### config.mk
export PLATFORM = sky130hd
export DESIGN_NAME = traffic_light_fsm
export DESIGN_NICKNAME = d
export VERILOG_FILES = /design/src/rtl/traffic_light_fsm.sv
export SDC_FILE = /design/constraint.sdc
export NUM_CORES = 1
export LEC_CHECK = 0
export BUFFER_PORTS_ARGS = -buffer_cell sky130_fd_sc_hd__buf_2
export CAP_MARGIN = 20
export CORE_AREA = 10 10 47 49
export DETAILED_ROUTE_END_ITERATION = 8
export DIE_AREA = 0 0 57 59
export PLACE_DENSITY = 0.31
export SLEW_MARGIN = 25
export SYNTH_ARGS = -nofsm -noshare
export SYNTH_HDL_FRONTEND = slang
export SYNTH_SLANG_ARGS = --single-unit
### constraint.sdc
create_clock -name clk -period 1.55 [get_ports clk]
set_input_delay 0.2325 -clock clk [delete_from_list [all_inputs] [get_ports clk]]
set_output_delay 0.2325 -clock clk [all_outputs]
set_load 0.02 [all_outputs]
### src/rtl/traffic_light_fsm.sv
`default_nettype none
//==============================================================================
// Module      : traffic_light_fsm
// Description : Two-street intersection controller. A Moore FSM drives the
//               light colours of street A (la) and street B (lb) from the
//               traffic sensors ta and tb. A street keeps green while its
//               sensor reports traffic (after a minimum green time). Once its
//               traffic clears, it passes through yellow to red and the other
//               street gets green.
//
// Parameters  : YELLOW_CYCLES    - cycles a yellow phase lasts (>= 1)
//               MIN_GREEN_CYCLES - minimum cycles of a green phase (>= 1)
//
// Ports       : clk   - system clock, rising-edge active
//               reset - synchronous, active-high reset (state -> S0)
//               ta    - traffic present on street A
//               tb    - traffic present on street B
//               la    - street A colour (00 green, 01 yellow, 10 red)
//               lb    - street B colour (00 green, 01 yellow, 10 red)
//
// Revision    : 1.0 - initial release
//==============================================================================
module traffic_light_fsm #(
   parameter int YELLOW_CYCLES    = 1,
   parameter int MIN_GREEN_CYCLES = 1
) (
   input  logic       clk,
   input  logic       reset,
   input  logic       ta,
   input  logic       tb,
   output logic [1:0] la,
   output logic [1:0] lb
);

   // Longest phase length the timer must be able to count through.
   localparam int c_max_cycles = (YELLOW_CYCLES > MIN_GREEN_CYCLES) ?
                                 YELLOW_CYCLES : MIN_GREEN_CYCLES;
   localparam int c_tw         = (c_max_cycles > 1) ? $clog2(c_max_cycles) : 1;

   localparam logic [c_tw-1:0] c_timer_sat  = c_tw'(c_max_cycles - 1);
   localparam logic [c_tw-1:0] c_yellow_end = c_tw'(YELLOW_CYCLES - 1);
   localparam logic [c_tw-1:0] c_green_min  = c_tw'(MIN_GREEN_CYCLES - 1);

   localparam logic [1:0] c_green  = 2'b00;
   localparam logic [1:0] c_yellow = 2'b01;
   localparam logic [1:0] c_red    = 2'b10;

   typedef enum logic [1:0] {
      S0 = 2'b00,   // A green,  B red
      S1 = 2'b01,   // A yellow, B red
      S2 = 2'b10,   // A red,    B green
      S3 = 2'b11    // A red,    B yellow
   } state_t;

   state_t            r_state;
   state_t            w_next;
   logic [c_tw-1:0]   r_timer;

   //---------------------------------------------------------------------------
   // State register and phase timer. The timer restarts at every state
   // change so it always measures time spent in the current phase; it
   // saturates so a long green never wraps back below the minimum.
   //---------------------------------------------------------------------------
   always_ff @(posedge clk) begin
      if (reset) begin
         r_state <= S0;
         r_timer <= '0;
      end else begin
         r_state <= w_next;
         if (w_next != r_state) begin
            r_timer <= '0;
         end else if (r_timer != c_timer_sat) begin
            r_timer <= r_timer + 1'b1;
         end
      end
   end

   //---------------------------------------------------------------------------
   // Next-state logic. Only the green street's own sensor can end its green
   // phase; yellow phases are purely timed.
   //---------------------------------------------------------------------------
   always_comb begin
      w_next = r_state;
      case (r_state)
         S0: if (!ta && (r_timer >= c_green_min))  w_next = S1;
         S1: if (r_timer == c_yellow_end)          w_next = S2;
         S2: if (!tb && (r_timer >= c_green_min))  w_next = S3;
         S3: if (r_timer == c_yellow_end)          w_next = S0;
         default:                                  w_next = S0;
      endcase
   end

   //---------------------------------------------------------------------------
   // Moore output decode from the state register only.
   //---------------------------------------------------------------------------
   always_comb begin
      la = c_green;
      lb = c_red;
      case (r_state)
         S0: begin la = c_green;  lb = c_red;    end
         S1: begin la = c_yellow; lb = c_red;    end
         S2: begin la = c_red;    lb = c_green;  end
         S3: begin la = c_red;    lb = c_yellow; end
         default: begin la = c_green; lb = c_red; end
      endcase
   end

endmodule
`default_nettype wire

== Word level (Yosys, flattened, before mapping) ==
Cells that the tools add are included.

* $add $sub $neg: 1
* Multipliers: 0
* Div/mod/pow operators: 0
* Magnitude comparators: 1
* Equal/unequal tests: 4
* Shift-type cells: 0
* Muxes and demuxes: 7
* Bitwise logic cells: 1
* Reductions and logical operators: 8

{| class="wikitable"
|+ Operators with widths
! operator !! count
|-
| case mux 2 bit (3 select lines) || 2
|-
| 2-to-1 mux 2 bit || 4
|-
| case mux 2 bit (4 select lines) || 1
|-
| equality test 2 bit (second input constant) || 2
|-
| OR reduction 2 bit || 2
|-
| OR reduction 3 bit || 1
|-
| equality test 2 x 1 -> 1 bit (second input constant) || 1
|-
| logical AND 1 bit || 2
|-
| zero test 1 bit || 2
|-
| zero test 2 bit || 1
|-
| inequality test 2 bit || 1
|-
| adder 1 bit (second input constant) || 1
|-
| >= comparator 1 bit (second input constant) || 1
|-
| inverter 1 bit || 1
|}

* Bits in registers: 3
* Bits in latches: 0
* Bits in writable memories: 0
* Memory bits (read-only): 0
* Input port bits: 4
* Output and inout bits: 4
* Word-level logic and storage cells: 24
* Memories: 0

== Longest topological paths before layout ==
Gate-level depths: netlist (run 1).

* Depth in word-level cells: 6
* Depth in mapped cells: 3
* Gate-level depth less buffers: 3

== Least setup slack after synthesis (run 1) ==
No wires, ideal clock.

* Path kind: flip-flop to output port
* Start: register r_state[1]
* End: output port la[0]
* Data arrival time: 662 ps
* Data required time: 1317 ps
* Setup slack: 656 ps
* Stages on the path, launching flop included: 2
* Buffers on the path: 0
* Cells stage by stage: dfxtp_1 and2b_2

* Word-level cells in the longest chain between the ends: 3
* Elaborated cells between the ends (all ways): 6
* Those cells by class: 3 x eq/ne; 1 x mux; 2 x reduce/logical

{| class="wikitable"
|+ RTL lines
! what !! line !! text
|-
| start, declared || 55 || <nowiki>state_t r_state;</nowiki>
|-
| start signal, assigned || 69 || <nowiki>r_state <= w_next;</nowiki>
|-
| equality test 2 bit || 99 || <nowiki>case (r_state)</nowiki>
|-
| OR reduction 2 bit (no line) || n/a ||
|-
| case mux 2 bit (3 select lines) * || 99 ||
|-
| end, declared || 31 || <nowiki>output logic [1:0] la,</nowiki>
|}

Every way passes the cells marked *; elsewhere a longest branch is shown, timed or not.

== Worst setup path after layout (run 1) ==
Same ends and word-level chain as after synthesis.

==> results by group, run 1 <==
Logic synthesis
  • Synth area leaders: dfxtp_1, mux2i_1, and2b_2, xnor2_1, and2_2
  • Syn nets: 18
  • Yosys reg bits: 3
  • Synth Instances: 14
  • Xor-xnor portion of the synthesized cell area: ~6.7%
  • Synth Area in Compound Gates: 0%
  • Synth top area share: roughly 46%
  • Synth Area in Simple Gates: between 20% and 30%
  • Largest family of logic cells by synthesized area: simple AND/OR/NAND/NOR gates
  • Post-Syn Area: about 130 um2
  • Netlist cell types: 10
  • Adder-cell share of the synthesized area: 0%
  • Post-synthesis sequential area ratio: between 40% and 50%
  • Largest area contributor in the netlist: dfxtp_1
  • Mux cell area share after synthesis: between 10% and 20%
  • Mapped Avg Cell Area: 9.38 um2
  • YS warnings: 0

Critical path
  • CP required: 1.32 ns
  • Crit. End Element: output port
  • Reg2reg start: r_state[1]
  • R2R depth: 3
  • R2R setup slack: ~0.70 ns
  • Worst setup path category: flip-flop to output port
  • Reg2reg end: r_state[0]
  • Startpoint Class: flip-flop
  • Worst-path fanout max: 6
  • Crit path DAT: 1.05 ns

Routing
  • Drt initial violations: 1
  • Final Routed Wirelength: ~350 um
  • TritonRoute pass-1 iters: 2
  • Final ANT Viol Nets: 0
  • DRC errors left: 0
  • Vias per Instance: roughly 2.8
  • Routed WL per cell: 8.65 um
  • Total vias in the final route: between 100 and 150

Power
  • PnR Total Power: around 260 uW
  • PwrDens: 1260 nW/um2
  • Peak supply drop: about 400 uV
  • Leak Pwr: roughly 0.00010 uW

STA
  • # setup viols final: 0
  • Maximum clock rate: 781 MHz
  • RSZ-0062 raised after global routing: no
  • Shortest period the worst path allows: about 1.3 ns
  • Slew Viols, Final: 0
  • Hold_ws: around 0.17 ns
  • Tcrit/Tclk final: 82.6%
  • TNS Setup: 0 ns
  • Final Hold Fails: 0
  • Clock Skew: around 0.00093 ns

Layout
  • ANT cells: 0
  • Share of layout cells above drive strength 1: 50.0%
  • Nets: 29
  • Final cell count without fillers: 40
  • Synth-to-Final Area Change: 59.0%

Floorplan
  • Initial Util: under 10%
  • Die H: 59 um
  • Die area: roughly 3400 um2
  • Row cnt: 14
  • Placeable Area: about 1400 um2
  • Die Span X: 57 um
  • Ports: 8

Clocking
  • Setup repair bufs after CTS: 0
  • CTS tree: built
  • Worst skew pair latency: ~0.23 ns
  • Clk buf depth: 2
  • Num Clock Sinks: 3
  • Reg clk slew, reported paths: 0.04 ns
  • # hold bufs at CTS: 0
  • Post-cts resize count: 0
  • Num CTS Buffers: 3
  • H-tree depth: 1
  • CTS Root Cell: clkbuf_4

Global route
  • GRT Util Overall: under 10%
  • Largest net degree at the start of global routing: 7
  • First-pass GRT wire length: between 500 and 600 um
  • GRT overflow: 0
  • Initial antenna violation count: 0
  • Vias in the first global route: about 130

Min path
  • Hold WC Path Type: input port to flip-flop
  • Hold Crit Depth: 2
  • Hold EP: r_state[0]
  • Hold path startpoint: reset

Run status
  • Status: completed

Place
  • Port buffer count: 7
  • Placed Cells: 36
  • Gpl congestion: around 0.66

Job
  • Max Cap Viol: 0
[logic make-up (layout without fill, tap and decap cells)]
| family | count (synthesis) | after routing |
|---|---|---|
| flops | 3 | 3 |
| xor+xnor | 1 | 1 |
| simple gates | 5 | 5 |
| mux | 2 | 2 |
| buf+inv | 2 | 12 |
| other cells | 1 | 1 |
[worst max-delay path by stage]
| stage | endpoint | from | slack (ns) |
|---|---|---|---|
| floorplan | la[0] | r_state[1] | 0.66 |
| global placement | la[0] | r_state[1] | 0.54 |
| detailed placement | la[0] | r_state[1] | 0.52 |
| CTS | la[0] | r_state[1] | 0.26 |
| global route | la[0] | r_state[1] | 0.21 |
| finish | la[0] | r_state[1] | 0.27 |
[worst max-delay path: stages (launching register included)]
cell and delay [ns]:
dfxtp_1 0.43, and2b_2 0.24, buf_2 0.15
[stage by stage]
stage / instance area (um2) / worst slack (ns) / util, %
after global routing: 209 / 0.205 / 14.9
after CTS: 209 / 0.264 / 14.9
final: 209 / 0.270 / 14.9
after detailed placement: 183 / 0.518 / 13.0
after floorplan: 131 / 0.656 / -
after global placement: 183 / 0.536 / 13.0
[state kept, by name, indices dropped and copies added, names as in the netlist]
name and cells:
r_state 2, r_timer 1
[Yosys cell counts]
cell      count
xnor2_1       1
conb_1        1
and2b_1       1
and2_2        1
mux2i_1       2
inv_1         1
and2b_2       1
clkbuf_1      1
nor2_1        2
dfxtp_1       3
[power breakdown]
group          internal (uW)  leakage, uW  switching, uW
Combinational           17.7    0.0000604           18.7
Clock                   96.4    0.0000150           39.6
Sequential              83.6    0.0000250           7.11
[layout make-up]
class / instances / area, um2
Multi-Input combinational cell: 9 / 63.8
Tap cell: 16 / 20.0
Sequential cell: 3 / 60.1
Inverter: 1 / 3.75
Clock buffer: 4 / 26.3
Fill cell: 177 / 1190
Timing Repair Buffer: 7 / 35.0
[metal layers]
layer	wire length, um	GRT usage (%)	vias up
met3	92	4.29	0
met1	159	2.13	43
met4	0	4.03	0
met2	94	1.71	8
li1	-	-	60
met5	0	0	-
[cells in the final DEF, fill, tap and decap left out]
cell type  instances
and2b_1            1
nor2_1             2
clkbuf_4           3
and2b_2            1
buf_2              7
clkbuf_1           1
dfxtp_1            3
inv_1              1
and2_2             1
xnor2_1            1
mux2i_1            2
conb_1             1
Note: power is estimated with default switching activity, not from simulation.
==> run 2: changes to the inputs <==
clock period = 1.2 ns   (was 1.55 ns; I/O delays follow)
==> results by group, run 2 (synthesized netlist as in run 1, its figures left out) <==
Run status
  • Status: completed

Global route
  • First-pass GRT wire length: 579 um (unchanged)
  • Vias in the first global route: 127 (unchanged)
  • Initial antenna violation count: 0 (unchanged)
  • Largest net degree at the start of global routing: 7 (unchanged)
  • GRT overflow: 0 (unchanged)
  • GRT Util Overall: 2.63% (unchanged)

STA
  • # setup viols final: 0 (unchanged)
  • Shortest period the worst path allows: about 1.1 ns
  • Slew Viols, Final: 0 (unchanged)
  • Tcrit/Tclk final: between 90% and 100%
  • TNS Setup: 0 ns (unchanged)
  • RSZ-0062 raised after global routing: no
  • Maximum clock rate: between 800 and 900 MHz
  • Final Hold Fails: 0 (unchanged)
  • Clock Skew: 0.00111 ns (+0.000175 ns)

Power
  • Comb pwr share: 13.9% (about the same)
  • Clk pwr share: 51.7% (about the same)
  • Leak Pwr: 0.000101 uW (+0.71%)
  • Sw frac: 24.9% (about the same)
  • Seq pwr share: 34.5% (about the same)
  • Peak supply drop: 493 uV (+23%)
  • PwrDens: 1600 nW/um2 (+27%)
  • Switch Pwr: 84.5 uW (+29%)
  • Pint: 255 uW (+29%)

Clocking
  • CTS Root Cell: clkbuf_4
  • Num CTS Buffers: 3 (unchanged)
  • Num Clock Sinks: 3 (unchanged)
  • CTS tree: built
  • Clk buf depth: 2 (unchanged)
  • H-tree depth: 1 (unchanged)
  • # hold bufs at CTS: 0 (unchanged)
  • Reg clk slew, reported paths: 0.04 ns (about the same)
  • Setup repair bufs after CTS: 0 (unchanged)
  • Worst skew pair latency: 0.23 ns (about the same)

Critical path
  • Worst-path fanout max: 6 (unchanged)
  • Crit path DAT: 0.96 ns (-0.09 ns)
  • Startpoint Class: flip-flop
  • CP required: 1.02 ns (-0.30 ns)
  • Crit. End Element: output port
  • Worst setup path category: flip-flop to output port
  • R2R depth: 3 (unchanged)

Floorplan
  • Placeable Area: 1400 um2 (unchanged)
  • Die H: 59 um (unchanged)
  • Ports: 8 (unchanged)
  • Die Span X: 57 um (unchanged)
  • Die area: 3360 um2 (unchanged)
  • Initial Util: 9.38% (unchanged)
  • Row cnt: 14 (unchanged)

Routing
  • Drt initial violations: 1 (unchanged)
  • Vias per Instance: 2.78 (unchanged)
  • TritonRoute pass-1 iters: 2 (unchanged)
  • Routed WL per cell: 8.85 um (+2.3%)
  • Final Routed Wirelength: 354 um (+2.3%)
  • Final ANT Viol Nets: 0 (unchanged)
  • DRC errors left: 0 (unchanged)
  • Total vias in the final route: 111 (unchanged)

Layout
  • Commonest non-fill, non-tap cell in the layout: buf_2
  • Nets: 29 (unchanged)
  • Most frequent cells in the layout: buf_2, clkbuf_4, mux2i_1, nor2_1, dfxtp_1
  • Biggest register: r_state
  • Final cell count without fillers: 40 (unchanged)
  • Fill count: 176 (-0.56%)
  • Share of layout cells above drive strength 1: 54.2% (+4.2 points)
  • Largest regs: r_state: 2 flops, r_timer: 1 flops
  • ANT cells: 0 (unchanged)
  • Synth-to-Final Area Change: 61.9%
  • Sequential Area: 63.8 um2 (+6.2%)
  • Number of flip-flops in the largest register: 2 (unchanged)
  • Footprint of the multi-input gates: 63.8 um2 (unchanged)

Min path
  • Hold WC Path Type: input port to flip-flop
  • Hold Crit Depth: 2 (unchanged)

Place
  • Port buffer count: 7 (unchanged)
  • Placed Cells: 36 (unchanged)
  • Gpl congestion: 0.665 (+0.17%)

Job
  • Max Cap Viol: 0 (unchanged)
run 2: cell counts in the layout (fill, tap and decap cells not counted):
Identical to the previous run, type by type.
run 2: metal layers:
layer	up-vias	wire, um	track usage [%]
li1	60	-	-
met1	43	158	2.13
met2	8	103	1.71
met3	0	92	4.29
met4	0	0	4.03
met5	-	0	0
run 2: metrics by stage:
step	area, um2	hold WS (ns)	total power [uW]	util, %	worst slack (ns)
final	213	0.112	340	15.2	0.0626
after global routing	213	0.107	374	15.2	0.0142
after CTS	210	0.104	353	15.0	0.0339
after detailed placement	183	0.360	166	13.0	0.221
after global placement	183	0.357	165	13.0	0.239
after floorplan	131	0.252	149	-	0.358
run 2: area by class of cell:
type,count,share of cell area (%)
Clock buffer,4,12.4
Timing Repair Buffer,7,16.5
Inverter,1,1.76
Multi-Input combinational cell,9,30.0
Sequential cell,3,30.0
Tap cell,16,9.41
run 2: critical path, stage by stage, from the launching register on:
cell and delay, ns:
dfxtp_4 0.37, and2b_2 0.21, buf_2 0.15
run 2: path summary, 6_finish.rpt:
| path | from | end | slack, ns |
|---|---|---|---|
| hold reg to reg | r_timer | r_state[0] | 0.50 |
| setup / recovery | r_state[1] | la[0] | 0.06 |
| hold / removal | reset | r_state[1] | 0.11 |
| setup reg to reg | r_state[0] | r_state[1] | 0.37 |
run 2: power by group through the flow:
stage	sequential (uW)	combinational (uW)	clock, uW
after floorplan	116	33.1	0
after global placement	117	47.6	0
after detailed placement	118	47.3	0
after CTS	117	47.6	188
after global routing	118	51.9	204
final	117	47.2	176
run 2: timing repair:
| item | in CTS | in global routing |
|---|---|---|
| pin swaps | 0 | 0 |
| endpoints found under the setup margin | 1 | 1 |
| resized for setup | 1 | 1 |
